<file path="config.mk">
export PLATFORM = sky130hd
export DESIGN_NAME = mealy_stream_ctrl
export DESIGN_NICKNAME = d
export VERILOG_FILES = /design/src/rtl/mealy_stream_ctrl.sv
export SDC_FILE = /design/constraint.sdc
export NUM_CORES = 1
export LEC_CHECK = 0
export ABC_AREA = 1
export CORE_UTILIZATION = 25
export CTS_CLUSTER_SIZE = 30
export DETAILED_ROUTE_END_ITERATION = 12
export GPL_TIMING_DRIVEN = 0
export SLEW_MARGIN = 5
export SYNTH_ARGS = -nofsm -noshare
export SYNTH_HDL_FRONTEND = slang
export SYNTH_SLANG_ARGS = --single-unit
export TNS_END_PERCENT = 5
</file>
<file path="constraint.sdc">
create_clock -name i_clk -period 1.1 [get_ports i_clk]
set_input_delay 0.22 -clock i_clk [delete_from_list [all_inputs] [get_ports i_clk]]
set_output_delay 0.22 -clock i_clk [all_outputs]
set_load 0.05 [all_outputs]
</file>
<file path="src/rtl/mealy_stream_ctrl.sv">
// mealy_stream_ctrl: loads a frame, clears the detector, streams it MSB-first and counts detector hits
module mealy_stream_ctrl #(
  parameter int WIDTH = 16,
  parameter int CNT_W = 5
) (
  input  logic             i_clk,
  input  logic             i_reset,
  input  logic             i_start,
  input  logic [WIDTH-1:0] i_din,
  input  logic             i_stall,
  input  logic             i_z_in,
  output logic             o_x_out,
  output logic             o_det_en,
  output logic             o_det_rst,
  output logic             o_busy,
  output logic             o_done,
  output logic [CNT_W-1:0] o_hit_cnt,
  output logic [CNT_W-1:0] o_bit_idx,
  output logic [3:0]       o_seq
);
  localparam logic [1:0] IDLE  = 2'd0;
  localparam logic [1:0] LOAD  = 2'd1;
  localparam logic [1:0] SHIFT = 2'd2;
  localparam logic [1:0] DONE  = 2'd3;
  logic [1:0]       r_state;
  logic [WIDTH-1:0] r_sreg;
  logic [CNT_W-1:0] r_hit;
  logic [CNT_W-1:0] r_idx;
  logic [3:0]       r_seq;
  wire w_accept = (r_state == IDLE) && i_start;
  wire w_adv    = (r_state == SHIFT) && !i_stall;
  wire w_last   = r_idx == CNT_W'(WIDTH - 1);
  // state sequencing; a frame ends on the edge that consumes its last bit
  always_ff @(posedge i_clk)
    if (!i_reset) r_state <= IDLE;
    else r_state <= w_accept ? LOAD :
                    (r_state == LOAD) ? SHIFT :
                    (w_adv && w_last) ? DONE :
                    (r_state == DONE) ? IDLE : r_state;
  // frame register: captured on accept, shifted left once per enabled bit
  always_ff @(posedge i_clk)
    if (!i_reset) r_sreg <= '0;
    else if (w_accept) r_sreg <= i_din;
    else if (w_adv) r_sreg <= r_sreg << 1;
  // per-frame statistics: cleared in LOAD, advanced per enabled bit, held otherwise
  always_ff @(posedge i_clk)
    if (!i_reset || r_state == LOAD) begin
      r_hit <= '0;
      r_idx <= '0;
      r_seq <= '0;
    end else if (w_adv) begin
      r_hit <= r_hit + CNT_W'(i_z_in);
      r_idx <= r_idx + 1'b1;
      r_seq <= {r_seq[2:0], r_sreg[WIDTH-1]};
    end
  assign o_x_out   = (r_state == SHIFT) && r_sreg[WIDTH-1];
  assign o_det_en  = w_adv;
  assign o_det_rst = r_state != LOAD;
  assign o_busy    = r_state != IDLE;
  assign o_done    = r_state == DONE;
  assign o_hit_cnt = r_hit;
  assign o_bit_idx = r_idx;
  assign o_seq     = r_seq;
endmodule

</file>
### After elaboration in Yosys (flattened, before gate mapping)

Index checks and enable logic that the tools add are counted.

* add/subtract/negate cells: 2
* equal/unequal tests: 5
* muxes and demuxes: 6
* bitwise logic cells: 1
* reductions and logical operators: 13

Operator list (count)
* two-way mux 16 bit: 2
* two-way mux 2 bit: 3
* adder 5 x 1 -> 5 bit: 1
* adder 5 x 1 -> 5 bit, second input constant: 1
* equality test 5 x 4 -> 1 bit, second input constant: 1
* equality test 2 bit, second input constant: 2
* logical AND 1 bit: 4
* nonzero test 2 bit: 2
* nonzero test 4 bit: 1
* nonzero test 3 bit: 1
* equality test 2 x 1 -> 1 bit, second input constant: 1
* logical NOT 1 bit: 2
* logical NOT 2 bit: 1
* != test 2 x 1 -> 1 bit, second input constant: 1
* OR reduction 2 bit: 1
* logical OR 1 bit: 1
* two-way mux 1 bit: 1
* NOT 1 bit: 1

* register bits: 32
* bits of input ports: 21
* output and inout port bits: 19
* logic and storage cells: 33

### Depth between registers and ports, before layout

Gate-level depths: netlist (run 1).

* depth in word-level cells: 6
* mapped depth: 8
* mapped depth without buffers: 7

### Worst setup path after synthesis (run 1)

Ideal clock, no wire load.

* path kind: register to output
* start point: register r_state[1]
* end point: output o_x_out
* arrival: 1.565 ns
* required time: 0.880 ns
* slack: -0.685 ns
* cell stages (with the launch flop): 4
* path buffers: 1
* cells stage by stage: dfxtp_1 -> buf_4 -> inv_1 -> nor3_1

* word-level cells in the longest chain between the ends: 2

RTL lines
* start, declared: line 25 `logic [1:0] r_state;`
* start signal, assigned: line 36 `else r_state <= w_accept ? LOAD :`
* equality test 2 bit: line 56 `assign o_x_out = (r_state == SHIFT) && r_sreg[WIDTH-1];`
* logical AND 1 bit: line 56
* end, declared: line 12 `output logic o_x_out,`

No other way between the ends.

### Worst setup path after layout (run 1)

* start point: input i_stall
* end point: output o_det_en

* word-level cells in the longest chain between the ends: 2

RTL lines
* start, declared: line 10 `input logic i_stall,`
* logical NOT 1 bit: line 31 `wire w_adv = (r_state == SHIFT) && !i_stall;`
* logical AND 1 bit: line 31
* end, declared: line 13 `output logic o_det_en,`

No other way between the ends.

==> results.toml, run 1 <==
[status]
outcome = "finished with violations"
violations = "negative setup slack"

[critical_path]
crit_family = "buffers and inverters"
crit_type = "input pin to output pin"
r2r-start = "r_state[1]"
ff2ff_path_depth = 8
cp.required_ps = 880
start_kind = "input pin"
timing.rr.end = "r_sreg[7]"
critPathMostFrequentCell = "buf_8"
cp-endpoint = "o_det_en"
worst_ep_arrival_time_ps = 1130
cpPeakStageDelay_ps = 470
slowest_stage = "clkdlybuf4s50_1"
cp.depth = 6
crit_start = "i_stall"
crit_fanout = 2
crit_path_end_kind = "output pin"
worstPathCellList = "clkdlybuf4s50_1 > inv_2 > nand3_4 > inv_6 > buf_8 > buf_8"
ff2ff_setup_slack_ps = -190
critPathBufInv = 5

[synthesis]
synth_seq_area_share = 0.396
synth_ff_type = "dfxtp_1"
synthMuxAreaShare = 0
synthAdderAreaFrac = 0.0310
synth_compound_area_frac = 0.0712
yosysWarnings = 0
syn_inst = 210
synth_top_family_by_area = "simple AND/OR/NAND/NOR gates"
avgSynthCellArea_um2 = 7.70
ys_seq_elements = 32
synth-simple-area-share = 0.390
postSynth.asyncResetShare = 0
synth_xor_area_frac = 0.00542
syn-num-nets = 235
synth_edf_count = 0
yosys.cell_types.count = 26
mappedNetlistArea_um2 = 1620

[detailed_routing]
dr.pass1.iters = 4
drtIter0Drc = 25
wl_per_cell_um = 11.6
ant_nets = 0
routed_wl_um = 3990
drc = 0
route.vias.total = 1557
viasPerCell = 4.51

[finish]
drive_above_1_share = 0.367
layout.nets = 294
multiInputGateArea_um2 = 910
register_area_um2 = 671
num_antenna_cells = 0
final_cell_mix = "44 x nand2_1, 24 x nor2_1, 20 x dfxtp_1"
final_common_cell = "nand2_1"
fillers = 595
syn2layout_area_growth_pct = 54.5

[clocking]
clk_pin_slew_ps = 70
root_buffer = "clkbuf_8"
cts.path.max_buffers = 2
cts_tree = "done"
hold_buffers = 0
clkSinkCount = 32
clk_latency_ps = 290
htreeDepth = 2
cts_buffers = 5

[job]
cap_violations = 0

[sta]
finalHoldWorstSlack_ps = 418
slew_violations = 0
skew_ps = 4.88
final.min_clock_period_ps = 1350
slew_headroom = 0.725
worstMarginPinSlew_ps = 412
rsz0062_at_grt = "yes"
tns_ps = -4750
finalCritPeriodShare = 1.22
finalSetupViolCount = 35
finalWorstSetupSlack_ps = -247
hold_viol_final = 0
max_freq_mhz = 743

[floorplanning]
die-area_um2 = 6790
ioPinCount = 40
start_util = 0.267
die_h_um = 82.4
die_w_um = 82.4
rows = 28
core_um2 = 6060

[global_route]
grt_max_degree = 11
grt_pass1_vias = 1423
overflow = 0
grt_pass1_wl_um = 6460
track_usage = 0.127
antenna_found_initial = 0

[place]
gp_congestion = 0.752
hpwl_um = 2720
dp_slack_ps = -1180
io_buffers = 38

[pwr]
power.total_mw = 2.84
power_leakage_nw = 1.02
peakVddDrop_mv = 0.409
power.density_nw_per_um2 = 1140

[worst_hold_path]
hp-class = "input pin to register"
## cells in the mapped netlist (2+ instances only)
cell / number / area [um2]
buf_4: 3 / 22.5
nor2_1: 27 / 101
nand4_1: 6 / 37.5
nand3b_1: 10 / 75.1
ha_1: 4 / 50.1
nand3_1: 13 / 65.1
clkbuf_1: 2 / 7.51
buf_12: 2 / 40.0
inv_2: 2 / 7.51
inv_1: 17 / 63.8
a21oi_1: 18 / 90.1
buf_2: 3 / 15.0
dfxtp_1: 32 / 641
nor3_2: 10 / 100
nor3_1: 3 / 15.0
nand2_1: 48 / 180
## registers in the layout, indices dropped and copies added, names as in the netlist
name	cells
r_sreg	16
o_hit_cnt	5
r_state	2
o_seq	4
o_bit_idx	5
## report_power, final
| group | total (mW) | internal, mW | switching, mW | leakage (nW) |
|---|---|---|---|---|
| combinational | 0.627 | 0.299 | 0.328 | 0.697 |
| clock | 0.950 | 0.499 | 0.451 | 0.0510 |
| sequential | 1.26 | 1.22 | 0.0463 | 0.269 |
| total | 2.84 | 2.01 | 0.826 | 1.02 |
## worst min-delay path: stages
cell and delay (ps):
clkbuf_1 180, nand2_4 180, a21oi_1 80
## through the flow
| stage | cells | util | cell area (um2) |
|---|---|---|---|
| floorplan | 210 | - | 1730 |
| global placement | 323 | 0.363 | 2200 |
| detailed placement | 323 | 0.363 | 2200 |
| CTS | 341 | 0.396 | 2400 |
| global route | 345 | 0.412 | 2500 |
| finish | 345 | 0.412 | 2500 |
## area by class of cell
type / instances / share of cell area
multi-input cells: 148 / 0.364
flip-flops and latches: 32 / 0.269
repair buffers: 52 / 0.205
plain buffers: 11 / 0.0526
well taps: 75 / 0.0376
inverters: 19 / 0.0346
clock buffers: 6 / 0.0331
clock inverters: 2 / 0.00401
## layer usage
layer | vias to the layer above | wire length (um) | GRT usage
met5 | - | 0 | 0
li1 | 798 | - | -
met3 | 5 | 207 | 0.0429
met2 | 37 | 1900 | 0.213
met4 | 0 | 33 | 0.0421
met1 | 717 | 1850 | 0.150
## worst min-delay path by stage
stage                      start           end  depth (start not counted)
floorplan                i_reset     r_sreg[5]                          2
global placement    o_bit_idx[3]  o_bit_idx[3]                          2
detailed placement    r_sreg[15]      o_seq[0]                          2
CTS                      i_start    r_state[0]                          3
global route             i_start    r_state[0]                          3
finish                   i_start    r_state[0]                          3
## logic make-up after synthesis
kind of cell	count (synthesis)
xor+xnor	1
compound gates	21
fa+ha+maj	4
flops	32
buf+inv	30
simple gates	122
## timing repair
item	4_1_cts	5_1_grt
pin swaps	3	3
buffers inserted	10	4
endpoints found under the setup margin	51	46
gates resized for setup	141	20
Note: power is estimated with default switching activity, not from simulation.
==> run 2: changes to the inputs <==
--- a/config.mk
+++ b/config.mk
@@ -6,6 +6,7 @@
 export NUM_CORES = 1
 export LEC_CHECK = 0
 export ABC_AREA = 1
+export CAP_MARGIN = 15
 export CORE_UTILIZATION = 25
 export CTS_CLUSTER_SIZE = 30
 export DETAILED_ROUTE_END_ITERATION = 12
==> results of run 2 <==
No change in the layout: final DEF, timing and power equal those of run 1.
==> run 3: changes to the inputs <==
--- a/config.mk
+++ b/config.mk
@@ -6,7 +6,6 @@
 export NUM_CORES = 1
 export LEC_CHECK = 0
 export ABC_AREA = 1
-export CAP_MARGIN = 15
 export CORE_UTILIZATION = 25
 export CTS_CLUSTER_SIZE = 30
 export DETAILED_ROUTE_END_ITERATION = 12
==> results of run 3 <==
No change in the layout: final DEF, timing and power equal those of run 1.
